<file path="src/rtl/hazard_scoreboard.sv">
// ============================================================================
// Module      : hazard_scoreboard
// Description : Multi-lane load-use and intra-group hazard detector. It keeps
//               a per-register pending-load countdown and holds lanes from the
//               oldest hazarding program-order position onward.
// Revision    : 1.0 - initial release
// ============================================================================
`default_nettype none

module hazard_scoreboard #(
    parameter int NUM_LANES          = 2,
    parameter int NUM_REGISTERS_LOG2 = 5,
    parameter int LOAD_LATENCY       = 2
) (
    input  logic                                      clk,
    input  logic                                      reset,
    input  logic [NUM_LANES-1:0]                      lane_valid,
    input  logic [NUM_LANES*NUM_REGISTERS_LOG2-1:0]   lane_rs,
    input  logic [NUM_LANES*NUM_REGISTERS_LOG2-1:0]   lane_rt,
    input  logic [NUM_LANES*2-1:0]                    lane_src_mask,
    input  logic [NUM_LANES*NUM_REGISTERS_LOG2-1:0]   lane_dst,
    input  logic [NUM_LANES-1:0]                      lane_dst_valid,
    input  logic [NUM_LANES-1:0]                      lane_is_load,
    input  logic [(NUM_LANES > 1 ? $clog2(NUM_LANES) : 1)-1:0] oldest,
    input  logic                                      flush_all,
    output logic [NUM_LANES-1:0]                      stall_lane,
    output logic [NUM_LANES-1:0]                      nop_lane,
    output logic [NUM_LANES-1:0]                      flush_lane,
    output logic [(1 << NUM_REGISTERS_LOG2)-1:0]      busy,
    output logic [15:0]                               stall_cycles
);

    localparam int RW   = NUM_REGISTERS_LOG2;
    localparam int NREG = 1 << NUM_REGISTERS_LOG2;
    localparam int CW   = 3;
    localparam logic [CW-1:0] LOAD_INIT = CW'(LOAD_LATENCY);

    logic [NREG*CW-1:0]   cnt_q;
    logic [NREG*CW-1:0]   cnt_d;
    logic [15:0]          stall_cycles_q;
    logic [15:0]          stall_cycles_d;

    logic [NUM_LANES-1:0] hazard;
    logic [NUM_LANES-1:0] held;
    logic                 lane_gate;
    int                   old_i;
    logic [RW-1:0]        rs_idx;
    logic [RW-1:0]        rt_idx;
    logic [RW-1:0]        dst_idx;
    logic                 rs_en;
    logic                 rt_en;

    // Program-order position of a lane relative to the oldest lane.
    function automatic int lane_pos(input int lane, input int old);
        return (lane + NUM_LANES - old) % NUM_LANES;
    endfunction

    assign old_i     = int'(oldest);
    assign lane_gate = !reset && !flush_all;

    for (genvar r = 0; r < NREG; r++) begin : g_busy
        assign busy[r] = |cnt_q[r*CW +: CW];
    end

    always_comb begin
        hazard  = '0;
        rs_idx  = '0;
        rt_idx  = '0;
        dst_idx = '0;
        rs_en   = 1'b0;
        rt_en   = 1'b0;
        for (int j = 0; j < NUM_LANES; j++) begin
            rs_idx = lane_rs[j*RW +: RW];
            rt_idx = lane_rt[j*RW +: RW];
            rs_en  = lane_src_mask[2*j]   && (rs_idx != '0);
            rt_en  = lane_src_mask[2*j+1] && (rt_idx != '0);
            if (lane_valid[j]) begin
                if ((rs_en && busy[rs_idx]) || (rt_en && busy[rt_idx])) begin
                    hazard[j] = 1'b1;
                end
                for (int i = 0; i < NUM_LANES; i++) begin
                    dst_idx = lane_dst[i*RW +: RW];
                    if ((lane_pos(i, old_i) < lane_pos(j, old_i)) && lane_valid[i] &&
                        lane_dst_valid[i] && (dst_idx != '0) &&
                        ((rs_en && (rs_idx == dst_idx)) || (rt_en && (rt_idx == dst_idx)))) begin
                        hazard[j] = 1'b1;
                    end
                end
            end
        end
    end

    // A lane is held when any lane at or before its position hazards.
    always_comb begin
        held = '0;
        for (int l = 0; l < NUM_LANES; l++) begin
            for (int m = 0; m < NUM_LANES; m++) begin
                if (hazard[m] && (lane_pos(m, old_i) <= lane_pos(l, old_i))) begin
                    held[l] = 1'b1;
                end
            end
        end
    end

    assign stall_lane   = lane_gate ? held : '0;
    assign nop_lane     = lane_gate ? held : '0;
    assign flush_lane   = (lane_gate && (|held)) ? ~held : '0;
    assign stall_cycles = stall_cycles_q;

    always_comb begin
        cnt_d = '0;
        for (int r = 0; r < NREG; r++) begin
            cnt_d[r*CW +: CW] = (cnt_q[r*CW +: CW] == '0) ? '0 : (cnt_q[r*CW +: CW] - 3'd1);
        end
        // Allocation overrides the decrement on the same edge.
        for (int l = 0; l < NUM_LANES; l++) begin
            if (lane_gate && !held[l] && lane_valid[l] && lane_is_load[l] &&
                lane_dst_valid[l] && (lane_dst[l*RW +: RW] != '0)) begin
                cnt_d[int'(lane_dst[l*RW +: RW])*CW +: CW] = LOAD_INIT;
            end
        end
    end

    always_comb begin
        stall_cycles_d = stall_cycles_q;
        if ((|stall_lane) && (stall_cycles_q != 16'hFFFF)) begin
            stall_cycles_d = stall_cycles_q + 16'd1;
        end
    end

    always_ff @(posedge clk or posedge reset) begin
        if (reset) begin
            cnt_q          <= '0;
            stall_cycles_q <= '0;
        end else begin
            cnt_q          <= cnt_d;
            stall_cycles_q <= stall_cycles_d;
        end
    end

endmodule

`default_nettype wire

</file>
<file path="config.mk">
export PLATFORM = sky130hd
export DESIGN_NAME = hazard_scoreboard
export DESIGN_NICKNAME = d
export VERILOG_FILES = /design/src/rtl/hazard_scoreboard.sv
export SDC_FILE = /design/constraint.sdc
export NUM_CORES = 1
export LEC_CHECK = 0
export CELL_PAD_IN_SITES_DETAIL_PLACEMENT = 1
export CELL_PAD_IN_SITES_GLOBAL_PLACEMENT = 1
export CORE_MARGIN = 4
export CORE_UTILIZATION = 46
export CTS_CLUSTER_SIZE = 16
export DETAILED_ROUTE_END_ITERATION = 6
export PLACE_DENSITY_LB_ADDON = 0.3
export SLEW_MARGIN = 20
export SYNTH_ARGS = -nofsm -noshare
export SYNTH_HDL_FRONTEND = slang
export SYNTH_SLANG_ARGS = --single-unit
</file>
<file path="constraint.sdc">
create_clock -name clk -period 6.8 [get_ports clk]
set_input_delay 1.02 -clock clk [delete_from_list [all_inputs] [get_ports clk]]
set_output_delay 1.02 -clock clk [all_outputs]
set_load 0.005 [all_outputs]
</file>
Word level (Yosys, flattened, before mapping)
Index checks and enable logic that the tools add are counted.

operators by class
  add/subtract/negate cells = 37
  multiply operators = 2
  div/mod/pow operators = 0
  $lt $le $gt $ge = 12
  equal/unequal tests = 9
  shifts and indexed selects = 4
  multiplexer cells = 58
  bitwise logic cells = 3
  reduce and logical (&&, ||, !) cells = 131

operators by type and width
  cell                                                                           number
  96-bit bitwise mux                                                             2
  96-bit two-way mux                                                             2
  3-bit by 33-bit variable shift with 96-bit output (first input constant)       2
  3-bit by 33-bit indexed part select with 96-bit output (first input constant)  2
  3-bit logical NOT                                                              32
  3-bit two-way mux                                                              32
  3-bit OR reduction                                                             32
  3-bit by 1-bit subtractor with 3-bit output (second input constant)            32
  7-bit negator with 33-bit output                                               2
  1-bit logical AND                                                              49
  5-bit == test                                                                  8
  5-bit nonzero test                                                             6
  5-bit by 6-bit < comparator with 1-bit output (second input constant)          4
  1-bit binary-select mux with 5-bit select                                      4
  16-bit by 1-bit adder with 16-bit output (second input constant)               1
  1-bit two-way mux                                                              16
  16-bit != test (second input constant)                                         1
  5-bit by 2-bit multiplier with 7-bit output (second input constant)            2
  2-bit <= comparator                                                            4
  2-bit < comparator                                                             4
  1-bit logical OR                                                               6
  2-bit by 1-bit subtractor with 3-bit output (first input constant)             2
  1-bit logical NOT                                                              4
  2-bit two-way mux                                                              2
  other kinds (3)                                                                5

storage, ports and cells
  flip-flop bits (word level) = 112
  latch bits = 0
  bits in writable memories = 0
  bits in read-only memories = 0
  input port bits = 44
  output and inout bits = 54
  logic and storage cells = 258
  memories = 0

Longest topological paths before layout
Gate-level depths: netlist (run 1).

  depth in word-level cells = 22
  depth in mapped cells = 13
  gate-level depth less buffers = 11

Worst setup path before layout (run 1)
No wires, ideal clock.

  path type = input port to output port
  start = input port lane_rs[1]
  end = output port flush_lane[0]
  arrival = 3315 ps
  required time = 5780 ps
  setup slack = 2465 ps
  cell stages on the path = 13
  path buffers = 4
  cell sequence = clkbuf_1 > clkbuf_1 > nor2_1 > a221oi_1 > nor4_1 > a211oi_1 > nand3_1 > a311oi_2 > or2_1 > buf_6 > buf_6 > and2_1 > nor2b_1

between the ends
  longest elaborated chain between the ends = 14
  elaborated cells on any way between the ends = 28
  classes of those cells = 2 x eq/ne; 11 x mux; 1 x bitwise; 14 x reduce/logical

RTL lines
  element                                                                                 RTL line  source
  start, declared                                                                         18        input logic [NUM_LANES*NUM_REGISTERS_LOG2-1:0] lane_rs,
  1-bit binary-select mux with 5-bit select / 5-bit nonzero test (equally long branches)  78, 75
  1-bit two-way mux (not written as such) / 1-bit logical AND (equally long branches)     78, 75
  1-bit logical AND, on equally long branches                                             78, 85
  1-bit logical OR, on equally long branches                                              78, 85
  1-bit two-way mux / 1-bit logical AND (equally long branches)                           78, 84
  1-bit two-way mux                                                                       83        if ((lane_pos(i, old_i) < lane_pos(j, old_i)) && lane_valid[i] &&
  1-bit two-way mux (*)                                                                   83
  1-bit two-way mux (*)                                                                   77        if (lane_valid[j]) begin
  1-bit logical AND                                                                       98        if (hazard[m] && (lane_pos(m, old_i) <= lane_pos(l, old_i))) begin
  1-bit two-way mux (2 in a row)                                                          98
  2-bit OR reduction                                                                      107       assign flush_lane = (lane_gate && (|held)) ? ~held : '0;
  1-bit logical AND                                                                       107
  2-bit two-way mux (*)                                                                   107
  end, declared                                                                           28        output logic [NUM_LANES-1:0] flush_lane,

Every way passes the cells marked *; elsewhere a longest branch is shown, timed or not. The select of a mux whose other input is x is not followed.

Worst setup path in the final report (run 1)
  start = input port lane_rs[6]
  end = output port flush_lane[1]

between the ends
  longest elaborated chain between the ends = 13
  elaborated cells on any way between the ends = 26
  classes of those cells = 2 x eq/ne; 9 x mux; 1 x bitwise; 14 x reduce/logical

RTL lines
  element                                                                                 RTL line
  1-bit binary-select mux with 5-bit select / 5-bit nonzero test (equally long branches)  78, 75
  1-bit two-way mux (not written as such) / 1-bit logical AND (equally long branches)     78, 75
  1-bit logical AND, on equally long branches                                             78, 85
  1-bit logical OR, on equally long branches                                              78, 85
  1-bit two-way mux / 1-bit logical AND (equally long branches)                           78, 84
  1-bit two-way mux                                                                       83
  1-bit two-way mux (*)                                                                   83
  1-bit two-way mux (*)                                                                   77
  1-bit logical AND                                                                       98
  1-bit two-way mux                                                                       98
  2-bit OR reduction                                                                      107
  1-bit logical AND                                                                       107
  2-bit two-way mux (*)                                                                   107

Marked as above.

==> run_summary.xml, run 1 <==
<?xml version="1.0" encoding="UTF-8"?>
<metrics>
  <group name="critical_path">
    <metric name="critical_path.cell_chain" unit="">clkdlybuf4s50_1, nor4b_1, o31ai_1, o221ai_1, a221oi_1, nand4_2, a21boi_1, or2_1, and2_1, nor2b_1, clkdlybuf4s50_1</metric>
    <metric name="slowest_stage_delay_on_critical_path" unit="ns">0.83</metric>
    <metric name="timing_worst_setup_path_type" unit="">in2out</metric>
    <metric name="crit_arrival" unit="ns">4.83</metric>
    <metric name="path_common_cell" unit="">sky130_fd_sc_hd__clkdlybuf4s50_1</metric>
    <metric name="crit_path_max_fanout" unit="">20</metric>
    <metric name="cp_data_required_time" unit="ns">5.78</metric>
    <metric name="rr_startpoint" unit="">cnt_q[22]$_DFF_PP0_</metric>
    <metric name="cp-start-kind" unit="">input pin</metric>
    <metric name="critical-path-slowest-cell" unit="">sky130_fd_sc_hd__clkdlybuf4s50_1</metric>
    <metric name="cp-end-kind" unit="">output pin</metric>
    <metric name="cp-startpoint" unit="">lane_rs[6]</metric>
  </group>
  <group name="placed_design">
    <metric name="place_hpwl" unit="µm">21500</metric>
    <metric name="dpl.cell_count" unit="">1131</metric>
    <metric name="port_buffers" unit="">97</metric>
    <metric name="place.gp.congestion" unit="">0.975</metric>
    <metric name="detailed_place.area" unit="mm²">0.00848</metric>
  </group>
  <group name="floorplan">
    <metric name="floorplan.die.height" unit="µm">134</metric>
    <metric name="design.die.area" unit="mm²">0.0179</metric>
    <metric name="core_area" unit="mm²">0.0154</metric>
    <metric name="top_level_ports" unit="">98</metric>
    <metric name="initial_utilization" unit="">0.473</metric>
    <metric name="die_w" unit="µm">134</metric>
    <metric name="num_rows" unit="">45</metric>
  </group>
  <group name="clock_tree">
    <metric name="tritoncts.num_buffers" unit="">9</metric>
    <metric name="worst_setup_hold_path_clk_slew" unit="ns">0.07</metric>
    <metric name="cts_root_buf" unit="">sky130_fd_sc_hd__clkbuf_16</metric>
    <metric name="numClockSinks" unit="">112</metric>
    <metric name="cts.repair_timing.setup_buffer_count" unit="">0</metric>
    <metric name="cts_tree" unit="">yes</metric>
    <metric name="clock_path_buffers" unit="">2</metric>
    <metric name="clock_latency" unit="ns">0.36</metric>
    <metric name="htreeDepth" unit="">3</metric>
    <metric name="ctsHoldBuffers" unit="">0</metric>
    <metric name="resized_cells_post_cts" unit="">0</metric>
  </group>
  <group name="routing">
    <metric name="post_route_drc_violation_count" unit="">0</metric>
    <metric name="route.vias.total" unit="">7407</metric>
    <metric name="wl_met2" unit="µm">13700</metric>
    <metric name="drt_iter0_drc" unit="">560</metric>
    <metric name="met3_length" unit="µm">2040</metric>
    <metric name="top_routing_layer_used" unit="">met4</metric>
    <metric name="drt.antenna.violating_nets" unit="">0</metric>
    <metric name="detail_route.wl_per_cell" unit="µm">24.3</metric>
    <metric name="postRouteWirelength" unit="µm">27900</metric>
    <metric name="drt_pass1_iterations" unit="">5</metric>
    <metric name="routed_via_density" unit="">6.46</metric>
    <metric name="routedLengthMet1" unit="µm">10900</metric>
  </group>
  <group name="finish">
    <metric name="layout.core_utilization" unit="">0.572</metric>
    <metric name="final_layout_size_suffix_gt1_frac" unit="">0.0727</metric>
    <metric name="final_net_count" unit="">984</metric>
    <metric name="nFillCells" unit="">1794</metric>
    <metric name="register_area" unit="mm²">0.00280</metric>
    <metric name="final_design_instance_area_without_fill" unit="mm²">0.00879</metric>
    <metric name="multi_input_area" unit="mm²">0.00417</metric>
    <metric name="finalNonFillerCells" unit="">1146</metric>
    <metric name="layout-area-overhead-vs-synth" unit="%">20.8</metric>
    <metric name="antenna_diodes" unit="">0</metric>
  </group>
  <group name="synth">
    <metric name="post_synth_fa_ha_maj_area_fraction" unit="">0.0155</metric>
    <metric name="synth_compound_gate_area_share" unit="">0.141</metric>
    <metric name="post-synth-top-area-fraction" unit="">0.385</metric>
    <metric name="synth_xor_xnor_area_share" unit="">0.0445</metric>
    <metric name="async_reset_ff_frac" unit="">1.00</metric>
    <metric name="synth_cells" unit="">843</metric>
    <metric name="count_of_flip_flops_with_a_built_in_enable_after_synthesis" unit="">0</metric>
    <metric name="synth.mux.area_fraction" unit="">0.0409</metric>
    <metric name="yosys_register_bits" unit="">112</metric>
    <metric name="synth_area_leader_cell" unit="">sky130_fd_sc_hd__dfrtp_1</metric>
    <metric name="synthesis.area" unit="mm²">0.00728</metric>
    <metric name="ys_types" unit="">70</metric>
    <metric name="ys.warnings.count" unit="">0</metric>
    <metric name="synth.most_common_cell" unit="">sky130_fd_sc_hd__dfrtp_1</metric>
    <metric name="synth.yosys.seq_area_share" unit="">0.385</metric>
    <metric name="yosys.area_share.simple" unit="">0.327</metric>
    <metric name="combinational_family_with_the_most_area_after_synthesis" unit="">simple AND/OR/NAND/NOR gates</metric>
    <metric name="synth_fp_nets" unit="">896</metric>
    <metric name="synthesis.area_per_instance" unit="µm²">8.63</metric>
    <metric name="synth_area_leaders" unit="">sky130_fd_sc_hd__dfrtp_1, sky130_fd_sc_hd__nor3_1, sky130_fd_sc_hd__nand2_1</metric>
    <metric name="ys.flop_type" unit="">sky130_fd_sc_hd__dfrtp_1</metric>
    <metric name="ys_top_cells_by_count" unit="">sky130_fd_sc_hd__dfrtp_1, sky130_fd_sc_hd__nand2_1, sky130_fd_sc_hd__nor3_1</metric>
  </group>
  <group name="outcome">
    <metric name="outcome" unit="">complete, no violations</metric>
  </group>
  <group name="timing">
    <metric name="fmax" unit="MHz">171</metric>
    <metric name="setup-tns-final" unit="ns">0</metric>
    <metric name="timing_max_transition_violations_final" unit="">0</metric>
    <metric name="timing.slew.headroom" unit="">0.213</metric>
    <metric name="finalHoldViolCount" unit="">0</metric>
    <metric name="post-route-period-util" unit="">0.860</metric>
    <metric name="clock_skew" unit="ns">0.0124</metric>
    <metric name="timing_worst_slew_pin_value" unit="ns">1.17</metric>
    <metric name="grt_setup_unrepaired" unit="">false</metric>
    <metric name="timing.final.crit_period" unit="ns">5.85</metric>
    <metric name="finalSetupViolCount" unit="">0</metric>
  </group>
  <group name="global_route">
    <metric name="grt_max_degree" unit="">62</metric>
    <metric name="grtUsageTotal" unit="">0.313</metric>
    <metric name="antenna_found_initial" unit="">0</metric>
    <metric name="vias_in_the_first_global_route" unit="">7862</metric>
    <metric name="global_route_wire_length_before_repair" unit="µm">43900</metric>
    <metric name="grt_overflow_total" unit="">0</metric>
  </group>
  <group name="pwr">
    <metric name="finalPower" unit="mW">1.73</metric>
    <metric name="powerDensity" unit="mW/mm²">197</metric>
    <metric name="ir_worst_vdd" unit="V">0.000136</metric>
    <metric name="p_leak" unit="nW">4.07</metric>
  </group>
  <group name="hold_path">
    <metric name="path_category_of_the_worst_min_delay_check" unit="">reg2reg</metric>
    <metric name="hold_path_startpoint" unit="">cnt_q[33]$_DFF_PP0_</metric>
  </group>
  <group name="job">
    <metric name="max-cap-violations" unit="">0</metric>
  </group>
</metrics>
-- cell families (layout without fill, tap and decap cells) --
family	Yosys count	count (layout)
flip-flops	112	112
buffers and inverters	80	172
adder cells (fa/ha/maj)	9	9
AND/OR/NAND/NOR	445	445
XOR/XNOR	37	37
multiplexers	18	18
AO/OA/AOI/OAI	142	142
-- metrics by stage --
stage                     setup WS [ns]  hold slack [ns]
after floorplan                    2.46            0.455
after global placement             1.15            0.465
after detailed placement          0.993            0.476
after CTS                         0.985            0.485
after global routing              0.691            0.522
final                             0.949            0.483
-- flip-flops by register name (all words and copies together) (netlist names) --
signal,flops
cnt_q,96
stall_cycles,16
-- cell type report --
class / count / share of cell area
clock inverters: 5 / 0.00754
multi-input cells: 651 / 0.474
inverters: 44 / 0.0191
flip-flops and latches: 112 / 0.319
well taps: 211 / 0.0300
clock buffers: 10 / 0.0260
repair buffers: 113 / 0.124
-- critical path: cells and delay by family --
| kind | cells | cell delay (ns) |
|---|---|---|
| compound gates | 4 | 1.19 |
| buf+inv | 2 | 1.34 |
| simple gates | 5 | 1.27 |
-- placed cells by master, fill, tap and decap left out, types with 7 or more instances in the layout --
cell                                n
sky130_fd_sc_hd__dfrtp_1          112
sky130_fd_sc_hd__nand2_1          103
sky130_fd_sc_hd__clkdlybuf4s50_1   97
sky130_fd_sc_hd__nor3_1            75
sky130_fd_sc_hd__nor2_1            70
sky130_fd_sc_hd__inv_1             43
sky130_fd_sc_hd__nor4_1            35
sky130_fd_sc_hd__nand3_1           28
sky130_fd_sc_hd__o21ai_0           27
sky130_fd_sc_hd__xor2_1            25
sky130_fd_sc_hd__nor3b_1           22
sky130_fd_sc_hd__a21oi_1           19
sky130_fd_sc_hd__a211oi_1          18
sky130_fd_sc_hd__or3_1             16
sky130_fd_sc_hd__buf_4             16
sky130_fd_sc_hd__and3_1            14
sky130_fd_sc_hd__nand2b_1          13
sky130_fd_sc_hd__xnor2_1           12
sky130_fd_sc_hd__a211o_1           11
sky130_fd_sc_hd__and2_1            11
sky130_fd_sc_hd__nor3_2            10
sky130_fd_sc_hd__nor4b_1            9
sky130_fd_sc_hd__a221oi_1           9
sky130_fd_sc_hd__mux4_2             9
sky130_fd_sc_hd__ha_1               9
sky130_fd_sc_hd__clkbuf_16          9
sky130_fd_sc_hd__a2111oi_0          8
sky130_fd_sc_hd__o22ai_1            8
sky130_fd_sc_hd__a31oi_1            7
-- power breakdown --
group / internal, mW / switching [mW]
sequential: 0.699 / 0.0495
clock: 0.288 / 0.258
combinational: 0.185 / 0.251
total: 1.17 / 0.558
-- path summary, 6_finish.rpt --
| check | endpoint | slack (ns) | depth (start not counted) |
|---|---|---|---|
| setup / recovery | flush_lane[1] | 0.95 | 11 |
| hold / removal | cnt_q[33]$_DFF_PP0_ | 0.48 | 1 |
| setup reg to reg | cnt_q[0]$_DFF_PP0_ | 2.53 | 8 |
| hold reg to reg | cnt_q[33]$_DFF_PP0_ | 0.48 | 1 |
| max in group asynchronous | cnt_q[63]$_DFF_PP0_ | 4.42 | 3 |
| min in group asynchronous | cnt_q[85]$_DFF_PP0_ | 1.14 | 2 |
-- routing by layer --
| metal | vias up | GRT usage |
|---|---|---|
| met4 | 0 | 0.135 |
| met5 | - | 0 |
| met1 | 3724 | 0.382 |
| li1 | 3270 | - |
| met3 | 94 | 0.0619 |
| met2 | 319 | 0.540 |
No activity file was read; power rests on OpenSTA's default activity.
==> run 2: changes to the inputs <==
- CORE_UTILIZATION: 46 -> 42
- clock period: 6.8 -> 6.63 ns (I/O delays scaled with it)
==> run_summary.xml, run 2 (synthesis gave the netlist of run 1 again) <==
<?xml version="1.0" encoding="UTF-8"?>
<metrics>
  <group name="routing">
    <metric name="routed_via_density" unit="">6.17</metric>
    <metric name="route.vias.total" unit="">7129</metric>
    <metric name="drt_iter0_drc" unit="">649</metric>
    <metric name="detail_route.wl_per_cell" unit="µm">22.3</metric>
    <metric name="met3_length" unit="µm">1780</metric>
    <metric name="wl_met2" unit="µm">12100</metric>
    <metric name="postRouteWirelength" unit="µm">25800</metric>
    <metric name="post_route_drc_violation_count" unit="">0</metric>
    <metric name="drt.antenna.violating_nets" unit="">0</metric>
    <metric name="top_routing_layer_used" unit="">met4</metric>
    <metric name="routedLengthMet1" unit="µm">10900</metric>
    <metric name="drt_pass1_iterations" unit="">5</metric>
  </group>
  <group name="placed_design">
    <metric name="place_hpwl" unit="µm">19700</metric>
    <metric name="dpl.cell_count" unit="">1139</metric>
    <metric name="place.gp.congestion" unit="">0.961</metric>
    <metric name="port_buffers" unit="">97</metric>
  </group>
  <group name="clock_tree">
    <metric name="cts_root_buf" unit="">sky130_fd_sc_hd__clkbuf_16</metric>
    <metric name="worst_setup_hold_path_clk_slew" unit="ns">0.08</metric>
    <metric name="numClockSinks" unit="">112</metric>
    <metric name="tritoncts.num_buffers" unit="">9</metric>
    <metric name="cts.repair_timing.setup_buffer_count" unit="">0</metric>
    <metric name="clock_latency" unit="ns">0.37</metric>
    <metric name="resized_cells_post_cts" unit="">0</metric>
    <metric name="ctsHoldBuffers" unit="">0</metric>
    <metric name="cts_tree" unit="">yes</metric>
    <metric name="htreeDepth" unit="">3</metric>
    <metric name="clock_path_buffers" unit="">2</metric>
  </group>
  <group name="pwr">
    <metric name="powerDensity" unit="mW/mm²">202</metric>
    <metric name="share_clk_of_total_power" unit="">0.324</metric>
    <metric name="internal-power" unit="mW">1.18</metric>
    <metric name="ir_worst_vdd" unit="V">0.000168</metric>
    <metric name="switching_share" unit="">0.336</metric>
    <metric name="p_leak" unit="nW">4.07</metric>
    <metric name="share_seq_of_total_power" unit="">0.430</metric>
    <metric name="power.net_switching" unit="mW">0.596</metric>
    <metric name="combPwrFrac" unit="">0.246</metric>
  </group>
  <group name="timing">
    <metric name="grt_setup_unrepaired" unit="">false</metric>
    <metric name="clock_skew" unit="ns">0.0137</metric>
    <metric name="fmax" unit="MHz">176</metric>
    <metric name="setup-tns-final" unit="ns">0</metric>
    <metric name="finalSetupViolCount" unit="">0</metric>
    <metric name="timing.slew.headroom" unit="">0.149</metric>
    <metric name="timing_max_transition_violations_final" unit="">0</metric>
    <metric name="finalHoldViolCount" unit="">0</metric>
    <metric name="post-route-period-util" unit="">0.857</metric>
    <metric name="timing.final.crit_period" unit="ns">5.68</metric>
    <metric name="timing_worst_slew_pin_value" unit="ns">1.27</metric>
  </group>
  <group name="floorplan">
    <metric name="top_level_ports" unit="">98</metric>
    <metric name="floorplan.die.height" unit="µm">140</metric>
    <metric name="num_rows" unit="">47</metric>
    <metric name="die_w" unit="µm">140</metric>
    <metric name="initial_utilization" unit="">0.434</metric>
    <metric name="design.die.area" unit="mm²">0.0195</metric>
    <metric name="core_area" unit="mm²">0.0168</metric>
  </group>
  <group name="global_route">
    <metric name="vias_in_the_first_global_route" unit="">7201</metric>
    <metric name="grt_max_degree" unit="">71</metric>
    <metric name="grt_overflow_total" unit="">0</metric>
    <metric name="antenna_found_initial" unit="">0</metric>
    <metric name="grtUsageTotal" unit="">0.263</metric>
    <metric name="global_route_wire_length_before_repair" unit="µm">40500</metric>
  </group>
  <group name="finish">
    <metric name="antenna_diodes" unit="">0</metric>
    <metric name="final_common_cell" unit="">sky130_fd_sc_hd__dfrtp_1</metric>
    <metric name="final_layout_size_suffix_gt1_frac" unit="">0.0717</metric>
    <metric name="max_ffs_per_register" unit="">96</metric>
    <metric name="finalNonFillerCells" unit="">1155</metric>
    <metric name="regMostFlops" unit="">cnt_q</metric>
    <metric name="layout-area-overhead-vs-synth" unit="%">20.9</metric>
    <metric name="final_cell_mix" unit="">sky130_fd_sc_hd__dfrtp_1, sky130_fd_sc_hd__nand2_1, sky130_fd_sc_hd__clkdlybuf4s50_1</metric>
    <metric name="final_net_count" unit="">983</metric>
    <metric name="layout.core_utilization" unit="">0.525</metric>
  </group>
  <group name="hold_path">
    <metric name="path_category_of_the_worst_min_delay_check" unit="">reg2reg</metric>
  </group>
  <group name="critical_path">
    <metric name="cp-start-kind" unit="">input pin</metric>
    <metric name="cp_data_required_time" unit="ns">5.64</metric>
    <metric name="crit_arrival" unit="ns">4.69</metric>
    <metric name="timing_worst_setup_path_type" unit="">in2out</metric>
    <metric name="crit_path_max_fanout" unit="">15</metric>
    <metric name="cp-end-kind" unit="">output pin</metric>
  </group>
  <group name="outcome">
    <metric name="outcome" unit="">complete, no violations</metric>
  </group>
  <group name="job">
    <metric name="max-cap-violations" unit="">0</metric>
  </group>
</metrics>
## run 2: cell types whose count changed in the layout (fill, tap and decap cells not counted), sizes merged
cell / previous run / this run
inv: 45 / 49
clkinvlp: 1 / 0
buf: 16 / 15
clkbuf: 10 / 9
bufinv: 1 / 0
## run 2: routing by layer
layer  vias to the layer above  track usage
li1                       3270            -
met1                      3532        0.348
met2                       276        0.431
met3                        51       0.0487
met4                         0       0.0999
met5                         -            0
## run 2: worst max-delay path, stage by stage
cell                              delay, ns
sky130_fd_sc_hd__clkdlybuf4s50_1       0.88
sky130_fd_sc_hd__mux4_2                0.58
sky130_fd_sc_hd__o2111a_1              0.25
sky130_fd_sc_hd__a31oi_1               0.16
sky130_fd_sc_hd__o211ai_1              0.17
sky130_fd_sc_hd__a21boi_1              0.44
sky130_fd_sc_hd__or2_1                 0.35
sky130_fd_sc_hd__and2_1                0.22
sky130_fd_sc_hd__nor2b_1               0.14
sky130_fd_sc_hd__clkdlybuf4s50_1       0.51
## run 2: power groups by stage
stage / Sequential, mW / Clock, mW / Combinational [mW]
after floorplan: 0.765 / 0 / 0.228
after global placement: 0.775 / 0 / 0.424
after detailed placement: 0.776 / 0 / 0.429
after CTS: 0.763 / 0.587 / 0.433
after global routing: 0.772 / 0.619 / 0.469
final: 0.764 / 0.575 / 0.436
## run 2: layout make-up
| cell class | instances | area, µm² |
|---|---|---|
| timing repair buffer | 112 | 1080 |
| clock buffer | 9 | 225 |
| tap | 220 | 275 |
| multi-input combinational | 651 | 4160 |
| clock inverter | 7 | 86.3 |
| sequential | 112 | 2800 |
| inverter | 44 | 168 |
| fill | 1972 | 7960 |
## run 2: path summary, 6_finish.rpt
check                                     from                      endpoint  slack, ns  cells after the start
max reg2reg                cnt_q[90]$_DFF_PP0_           cnt_q[35]$_DFF_PP0_       2.47                      9
max                                 lane_rt[5]                 flush_lane[1]       0.95                     10
max in group asynchronous                reset            cnt_q[3]$_DFF_PP0_       4.24                      3
min in group asynchronous                reset  stall_cycles[12]$_DFFE_PP0P_       1.06                      2
min                         cnt_q[3]$_DFF_PP0_            cnt_q[3]$_DFF_PP0_       0.49                      1
min reg2reg                 cnt_q[3]$_DFF_PP0_            cnt_q[3]$_DFF_PP0_       0.49                      1
## run 2: per-stage QoR
stage          worst slack, ns  area [µm²]  power (mW)  hold slack [ns]
2_1_floorplan             2.35        7280       0.993            0.455
3_3_place_gp              1.11        8470        1.20            0.474
3_5_place_dp             0.959        8470        1.21            0.483
4_1_cts                  0.953        8790        1.78            0.495
5_1_grt                  0.716        8800        1.86            0.516
6_report                 0.948        8800        1.77            0.489
